$ cat src/rtl/aap_fetch_sequencer_if.sv
// Fetch sequencer bus bundle: instruction-memory port, decoder-side output and branch redirect.
// master = sequencer side, slave = memory/decoder/branch environment side.
interface aap_fetch_sequencer_if #(
   parameter int unsigned ADDR_W = 24
) ();
   localparam int unsigned PARCEL_W = 16;
   localparam int unsigned INSTR_W  = 32;

   logic                imem_req;
   logic [ADDR_W-1:0]   imem_addr;
   logic                imem_ack;
   logic [PARCEL_W-1:0] imem_rdata;
   logic                stall;
   logic                branch_valid;
   logic [ADDR_W-1:0]   branch_target;
   logic [INSTR_W-1:0]  fetchoutput;
   logic                fetch_valid;
   logic [ADDR_W-1:0]   fetch_pc;
   logic                fetch_err;

   modport master (
      output imem_req, imem_addr, fetchoutput, fetch_valid, fetch_pc, fetch_err,
      input  imem_ack, imem_rdata, stall, branch_valid, branch_target
   );

   modport slave (
      input  imem_req, imem_addr, fetchoutput, fetch_valid, fetch_pc, fetch_err,
      output imem_ack, imem_rdata, stall, branch_valid, branch_target
   );
endinterface

$ cat src/rtl/aap_fetch_sequencer.sv
// Fetch/issue controller: reads 16-bit parcels, assembles short/long instructions, services redirects.
// Optional malformed-long-instruction check enabled by defining FETCH_LONG_CHECK_EN.
module aap_fetch_sequencer #(
   parameter int unsigned       ADDR_W   = 24,
   parameter logic [ADDR_W-1:0] RESET_PC = '0
) (
   input  logic                  clock,
   input  logic                  reset,
   aap_fetch_sequencer_if.master bus
);
   localparam int unsigned PARCEL_W = 16;
   localparam int unsigned INSTR_W  = 32;

   typedef enum logic [1:0] {IDLE, REQ_LO, REQ_HI, HOLD} state_t;

   state_t              state;
   logic [ADDR_W-1:0]   pc;
   logic [ADDR_W-1:0]   pend_pc;
   logic                discard;
   logic [INSTR_W-1:0]  instr;
   logic [ADDR_W-1:0]   instr_pc;
   logic                in_req;

   assign in_req           = (state == REQ_LO) || (state == REQ_HI);
   assign bus.imem_req     = in_req;
   assign bus.imem_addr    = pc;
   assign bus.fetchoutput  = instr;
   assign bus.fetch_valid  = (state == HOLD);
   assign bus.fetch_pc     = instr_pc;

   // Branch has priority everywhere; a branch without ack waits for the in-flight parcel to drain.
   always_ff @(posedge clock or negedge reset) begin
      if (!reset) begin
         state    <= IDLE;
         pc       <= RESET_PC;
         pend_pc  <= RESET_PC;
         discard  <= 1'b0;
         instr    <= '0;
         instr_pc <= RESET_PC;
      end else begin
         unique case (state)
            IDLE: begin
               state <= REQ_LO;
               if (bus.branch_valid) pc <= bus.branch_target;
            end
            REQ_LO, REQ_HI: begin
               if (bus.imem_ack && (discard || bus.branch_valid)) begin
                  pc      <= bus.branch_valid ? bus.branch_target : pend_pc;
                  discard <= 1'b0;
                  state   <= REQ_LO;
               end else if (bus.branch_valid) begin
                  pend_pc <= bus.branch_target;
                  discard <= 1'b1;
               end else if (bus.imem_ack) begin
                  pc <= pc + ADDR_W'(1);
                  if (state == REQ_LO) begin
                     instr    <= {bus.imem_rdata, PARCEL_W'(0)};
                     instr_pc <= pc;
                     state    <= bus.imem_rdata[PARCEL_W-1] ? REQ_HI : HOLD;
                  end else begin
                     instr[PARCEL_W-1:0] <= bus.imem_rdata;
                     state               <= HOLD;
                  end
               end
            end
            HOLD: begin
               if (bus.branch_valid) begin
                  pc    <= bus.branch_target;
                  state <= REQ_LO;
               end else if (!bus.stall) begin
                  state <= REQ_LO;
               end
            end
         endcase
      end
   end

`ifdef FETCH_LONG_CHECK_EN
   logic err;
   logic take_parcel;

   assign take_parcel  = in_req && bus.imem_ack && !discard && !bus.branch_valid;
   assign bus.fetch_err = err;

   // Error flag reflects the instruction entering HOLD: set when a long instruction's p1 lacks bit 15.
   always_ff @(posedge clock or negedge reset) begin
      if (!reset) begin
         err <= 1'b0;
      end else if (bus.branch_valid) begin
         err <= 1'b0;
      end else if (take_parcel) begin
         if (state == REQ_HI) begin
            err <= !bus.imem_rdata[PARCEL_W-1];
         end else if (!bus.imem_rdata[PARCEL_W-1]) begin
            err <= 1'b0;
         end
      end
   end
`else
   assign bus.fetch_err = 1'b0;
`endif

endmodule
$ cat src/flat_wrapper.sv
// flat-port wrapper written by rule: the top's interface ports become plain ports
module aap_fetch_sequencer_flat 
#(
   parameter int unsigned       ADDR_W   = 24,
   parameter logic [ADDR_W-1:0] RESET_PC = '0
)
  (clock, reset, bus_imem_req, bus_imem_addr, bus_fetchoutput, bus_fetch_valid, bus_fetch_pc, bus_fetch_err, bus_imem_ack, bus_imem_rdata, bus_stall, bus_branch_valid, bus_branch_target);
  aap_fetch_sequencer_if #(.ADDR_W(ADDR_W)) bus_i ();
  input  logic clock;
  input  logic reset;
  output wire logic [$bits(bus_i.imem_req)-1:0] bus_imem_req;
  output wire logic [$bits(bus_i.imem_addr)-1:0] bus_imem_addr;
  output wire logic [$bits(bus_i.fetchoutput)-1:0] bus_fetchoutput;
  output wire logic [$bits(bus_i.fetch_valid)-1:0] bus_fetch_valid;
  output wire logic [$bits(bus_i.fetch_pc)-1:0] bus_fetch_pc;
  output wire logic [$bits(bus_i.fetch_err)-1:0] bus_fetch_err;
  input wire logic [$bits(bus_i.imem_ack)-1:0] bus_imem_ack;
  input wire logic [$bits(bus_i.imem_rdata)-1:0] bus_imem_rdata;
  input wire logic [$bits(bus_i.stall)-1:0] bus_stall;
  input wire logic [$bits(bus_i.branch_valid)-1:0] bus_branch_valid;
  input wire logic [$bits(bus_i.branch_target)-1:0] bus_branch_target;
  assign bus_imem_req = bus_i.imem_req;
  assign bus_imem_addr = bus_i.imem_addr;
  assign bus_fetchoutput = bus_i.fetchoutput;
  assign bus_fetch_valid = bus_i.fetch_valid;
  assign bus_fetch_pc = bus_i.fetch_pc;
  assign bus_fetch_err = bus_i.fetch_err;
  assign bus_i.imem_ack = bus_imem_ack;
  assign bus_i.imem_rdata = bus_imem_rdata;
  assign bus_i.stall = bus_stall;
  assign bus_i.branch_valid = bus_branch_valid;
  assign bus_i.branch_target = bus_branch_target;
  aap_fetch_sequencer #(.ADDR_W(ADDR_W), .RESET_PC(RESET_PC)) u_core (.clock(clock), .reset(reset), .bus(bus_i));
endmodule
$ cat config.mk
export PLATFORM = sky130hd
export DESIGN_NAME = aap_fetch_sequencer_flat
export DESIGN_NICKNAME = d
export VERILOG_FILES = /design/src/rtl/aap_fetch_sequencer_if.sv /design/src/rtl/aap_fetch_sequencer.sv /design/src/flat_wrapper.sv
export SDC_FILE = /design/constraint.sdc
export NUM_CORES = 1
export LEC_CHECK = 0
export BUFFER_PORTS_ARGS = -buffer_cell sky130_fd_sc_hd__buf_4
export CELL_PAD_IN_SITES_DETAIL_PLACEMENT = 0
export CELL_PAD_IN_SITES_GLOBAL_PLACEMENT = 1
export CORE_UTILIZATION = 45
export CTS_CLUSTER_SIZE = 16
export DETAILED_ROUTE_END_ITERATION = 12
export PLACE_DENSITY = 0.95
export SYNTH_ARGS = -nofsm -noshare
export SYNTH_HDL_FRONTEND = slang
export SYNTH_SLANG_ARGS = --single-unit
$ cat constraint.sdc
create_clock -name clock -period 4.08 [get_ports clock]
set_clock_uncertainty 0.05 [all_clocks]
set_input_delay 0.204 -clock clock [delete_from_list [all_inputs] [get_ports clock]]
set_output_delay 0.204 -clock clock [all_outputs]
set_load 0.03 [all_outputs]
After elaboration in Yosys (flattened, before gate mapping)

Index checks and enable logic that the tools add are counted.
W data, S select, Z words.

Add/subtract/negate cells: 1
Equality and inequality tests: 7
Muxes and demuxes: 17
Bitwise gates (word level): 2
Reductions and logical operators: 13

Operator list:

| cell                    | count |
|---|---|
| $mux W24                | 5 |
| $pmux W24 S2            | 1 |
| $add A24 B1 Y24 const B | 1 |
| $mux W16                | 1 |
| $mux W2                 | 6 |
| $ne A3 B2 Y1 const B    | 3 |
| $pmux W2 S3             | 1 |
| $reduce_and A3 Y1       | 2 |
| $reduce_and A5 Y1       | 1 |
| $eq A2 B2 Y1 const B    | 2 |
| $reduce_and A2 Y1       | 2 |
| $reduce_and A4 Y1       | 1 |
| $reduce_or A2 Y1        | 2 |
| $mux W1                 | 3 |
| $eq A2 B1 Y1 const B    | 1 |
| $logic_not A2 Y1        | 1 |
| $logic_or A1 B1 Y1      | 2 |
| $ne A2 B1 Y1 const B    | 1 |
| $not A1 Y1              | 2 |
| $reduce_bool A2 Y1      | 1 |
| $logic_and A1 B1 Y1     | 1 |

Register bits: 107
Bits of input ports: 45
Output and inout port bits: 83
Word-level logic and storage cells: 47

Depth between registers and ports, before layout

Word-level depth: 6
Mapped depth: 9
Mapped depth without buffers: 7

Least setup slack after synthesis

Ideal clock, no wire load.

Path type: flip-flop to flip-flop
Start: register u_core.state[0]
End: register u_core.pend_pc[15]
Arrival: 1.765 ns
Data required time: 3.905 ns
Slack: 2.140 ns
Cell stages (with the launch flop): 6
Path buffers: 1
Period minus slack after synthesis: 1.940 ns
Path through: dfrtp_1 ha_1 or2_4 nor2_2 buf_2 mux2_2

Word-level cells in the longest chain between the ends: 3

RTL lines:

| what                                                | RTL line                  | text |
|---|---|---|
| start: declaration                                  | aap_fetch_sequencer.sv:16 | `state_t state;` |
| start signal: assignment                            | aap_fetch_sequencer.sv:59 | `state <= bus.imem_rdata[PARCEL_W-1] ? REQ_HI : HOLD;` |
| $eq A2 B2 Y1 / $eq A2 B1 Y1 (equally long branches) | aap_fetch_sequencer.sv:41 | `unique case (state)` |
| $reduce_or A2 Y1 *                                  | aap_fetch_sequencer.sv:41 |  |
| $reduce_and A2 Y1 (no line) *                       | --                        |  |
| end signal: assignment                              | aap_fetch_sequencer.sv:52 | `pend_pc <= bus.branch_target;` |
| end: declaration                                    | aap_fetch_sequencer.sv:18 | `logic [ADDR_W-1:0] pend_pc;` |

Every way passes the cells marked *; elsewhere a longest branch is shown, timed or not.
A chain may end at the register's enable or synchronous reset.

Worst setup path after layout

Start: register u_core.state[0]
End: register u_core.instr[28], in the netlist u_core.bus.fetchoutput[28]

Word-level cells in the longest chain between the ends: 3

RTL lines:

| what                                                | RTL line                                             | text |
|---|---|---|
| $eq A2 B2 Y1 / $eq A2 B1 Y1 (equally long branches) | aap_fetch_sequencer.sv:41, aap_fetch_sequencer.sv:56 |  |
| $reduce_or A2 Y1                                    | aap_fetch_sequencer.sv:41                            |  |
| $reduce_and A5 Y1 (no line) *                       | --                                                   |  |
| end signal: assignment                              | aap_fetch_sequencer.sv:57                            | `instr <= {bus.imem_rdata, PARCEL_W'(0)};` |
| end signal: indexed assignment                      | aap_fetch_sequencer.sv:61                            | `instr[PARCEL_W-1:0] <= bus.imem_rdata;` |
| end: declaration                                    | aap_fetch_sequencer.sv:20                            | `logic [INSTR_W-1:0] instr;` |

Marked as above.

==> results_dict.tcl <==
set metrics [dict create \
    cts_hold_buffers 0 \
    viasPerCell 5.66 \
    vdd_drop_max_uv 541 \
    drt_iter0_drc 428 \
    num_antenna_cells 0 \
    gp_congestion 0.834 \
    tightest_slew_ps 974 \
    whs_ps -46.5 \
    clock_latency_ps 350 \
    fin_nets 604 \
    end_kind "register" \
    yosys.cell_types.count 51 \
    htreeDepth 3 \
    cp.required_ps 4260 \
    slew_headroom_pct 35.1 \
    yosysSeqAreaShare_pct 51.6 \
    numCtsBuffers 9 \
    ys_async_sr_fraction_pct 100 \
    dp.final_hpwl_um 9200 \
    synthFlopType "dfrtp_1" \
    ant_nets 0 \
    maxSlewViolCount 0 \
    placed_cells 685 \
    rrSetupSlack_ps 1200 \
    max_freq_ghz 0.347 \
    syn-num-nets 489 \
    cp-start-kind "register" \
    grt_max_degree 78 \
    max_cap_violations 0 \
    startpoint "u_core.state[0]" \
    final_cell_area_um2 6480 \
    fin_crit_sh_pct 70.6 \
    power_density_nw_per_um2 923 \
    drtPass1Iterations 5 \
    cts_setup_buffers 0 \
    synth_edf_count 0 \
    placed_area_um2 6150 \
    grt_pass1_vias 3840 \
    arrival_ps 3060 \
    cts_tree "done" \
    leakagePower_nw 3.08 \
    coreArea_um2 11000 \
    clk_pin_slew_ps 70 \
    power_w 0.00598 \
    grt_setup_unrepaired "no" \
    fp.dieH_um 109 \
    status "finished with violations" \
    track_usage_pct 22.8 \
    violations "negative hold slack" \
    path_cells "ha_1 -> nand2b_1 -> nor2_4 -> buf_4 -> nand2_4 -> mux2_1" \
    clock_sinks 107 \
    cts_resized 0 \
    crit_fanout 43 \
    wl_per_cell_um 19.0 \
    cts_buffer_depth 2 \
    hold_viol_final 49 \
    drcViolationCount 0 \
    root_buffer "clkbuf_16" \
    setup.worst_path.end "u_core.bus.fetchoutput[28]" \
    die_area_um2 12000 \
    synth-seq-cells 107 \
    placementRows 38 \
    areaGrowthSynthToFinish_pct 25.0 \
    antenna_found_initial 0 \
    io_pins 128 \
    r2r-start "u_core.state[0]" \
    netlist_area_um2 5190 \
    r2r_end "u_core.bus.fetchoutput[28]" \
    overflow 0 \
    grt_pass1_wl_um 20600 \
    syn_inst 441 \
    stdcell_count 701 \
    drive_gt1_share_pct 37.3 \
    setup_viol 0 \
    slowest_stage "mux2_1" \
    setup_tns_ps 0 \
    yosysWarnings 0 \
    die_x_um 109 \
    crit_type "reg -> reg" \
    num_vias 3966 \
    port_buffers 126 \
    start_util_pct 47.0 \
    synth.avg_cell_area_um2 11.8 \
    slowest_delay_ps 510 \
    hold_path_class "in -> async" \
    min_period_ps 2880 \
    r2r_cells 6 \
    drt-total-wl_um 13300 \
]
==> registers in the layout (all words and copies together) (netlist names) <==
register                count
u_core.bus.imem_addr       24
u_core.state                2
u_core.pend_pc             24
u_core.discard              1
u_core.bus.fetch_pc        24
u_core.bus.fetchoutput     32
==> metrics by stage <==
stage	utilization (%)	hold WS, ps	setup WS [ps]
after CTS	58.8	2.67	1220
final	58.8	-46.5	1200
after floorplan	-	-142	2140
after detailed placement	55.8	372	1240
after global routing	58.8	27.3	1060
after global placement	55.8	359	1420
==> kinds of logic after synthesis <==
logic type	synth area share, %
simple gates	13.0
flops	51.6
compound gates	10.7
mux	16.9
buf+inv	3.98
xor+xnor	3.04
fa+ha+maj	0.724
other cells	0.0723
==> worst min path at each step <==
stage,start,endpoint,slack (ps),cells past startpoint
2_1_floorplan,reset,u_core.bus.fetch_pc[0],-140,0
3_3_place_gp,reset,u_core.bus.fetch_pc[11],360,1
3_5_place_dp,reset,u_core.bus.fetch_pc[11],370,1
4_1_cts,reset,u_core.bus.fetch_pc[11],3,1
5_1_grt,bus_imem_rdata[14],u_core.bus.fetchoutput[30],30,2
6_report,reset,u_core.bus.fetch_pc[11],-50,1
==> where the power goes <==
| part | switching [W] | internal, W | total, W |
|---|---|---|---|
| clock | 0.000395 | 0.000555 | 0.000950 |
| sequential | 0.000478 | 0.00157 | 0.00204 |
| combinational | 0.00169 | 0.00129 | 0.00299 |
| total | 0.00257 | 0.00341 | 0.00598 |
==> metal layers <==
metal / wire [um] / part of all wire (%) / global-route usage [%]
met1: 5890 / 44 / 31.6
met2: 6340 / 48 / 36.3
met3: 875 / 6.6 / 4.56
met4: 227 / 1.7 / 7.05
met5: 0 / 0 / 0
==> cells in the mapped netlist (9+ instances only) <==
master | number | area share (%)
dfrtp_1 | 107 | 52
nand2_1 | 50 | 3.6
mux2_4 | 30 | 8.7
a21oi_1 | 27 | 2.6
mux2_2 | 24 | 5.2
nand3b_1 | 16 | 2.3
nand3_1 | 13 | 1.3
o21ai_0 | 13 | 1.3
o21ai_1 | 13 | 1.3
xor2_1 | 13 | 2.2
buf_2 | 11 | 1.1
mux2i_1 | 11 | 2.1
nor2_1 | 11 | 0.80
a222oi_1 | 9 | 1.7
==> final cells by class <==
cell class                 instances  area, um2
fill                             898       4550
tap                              140        175
multi-input combinational        301       2300
clock inverter                     6       88.8
timing repair buffer             129        968
clock buffer                      10        239
sequential                       107       2680
inverter                           8       30.0
==> cell usage in the layout (no fill, tap or decap), types with 5 or more instances in the layout <==
cell,Yosys,layout
clkbuf_16,0,9
nand2b_1,6,6
o22ai_1,5,5
nand2_1,50,50
dfrtp_1,107,107
nor2_1,11,11
o21ai_1,13,13
a21oi_1,27,27
nand4_1,5,5
mux2i_1,11,11
nand3b_1,16,16
and4_1,5,5
xor2_1,13,13
nand3_1,13,13
mux2_2,24,24
a222oi_1,9,9
o21ai_0,13,13
mux2_4,30,30
buf_4,2,129
xnor2_1,5,5
inv_1,8,8
==> worst max-delay path: cells and delay by family, from the launching register on <==
family	cells	cell delay, ps
DFF	1	410
and+or+nand+nor	3	980
adders and majority gates	1	410
muxes	1	510
buffers and inverters	1	360
No activity file was read; power rests on OpenSTA's default activity.
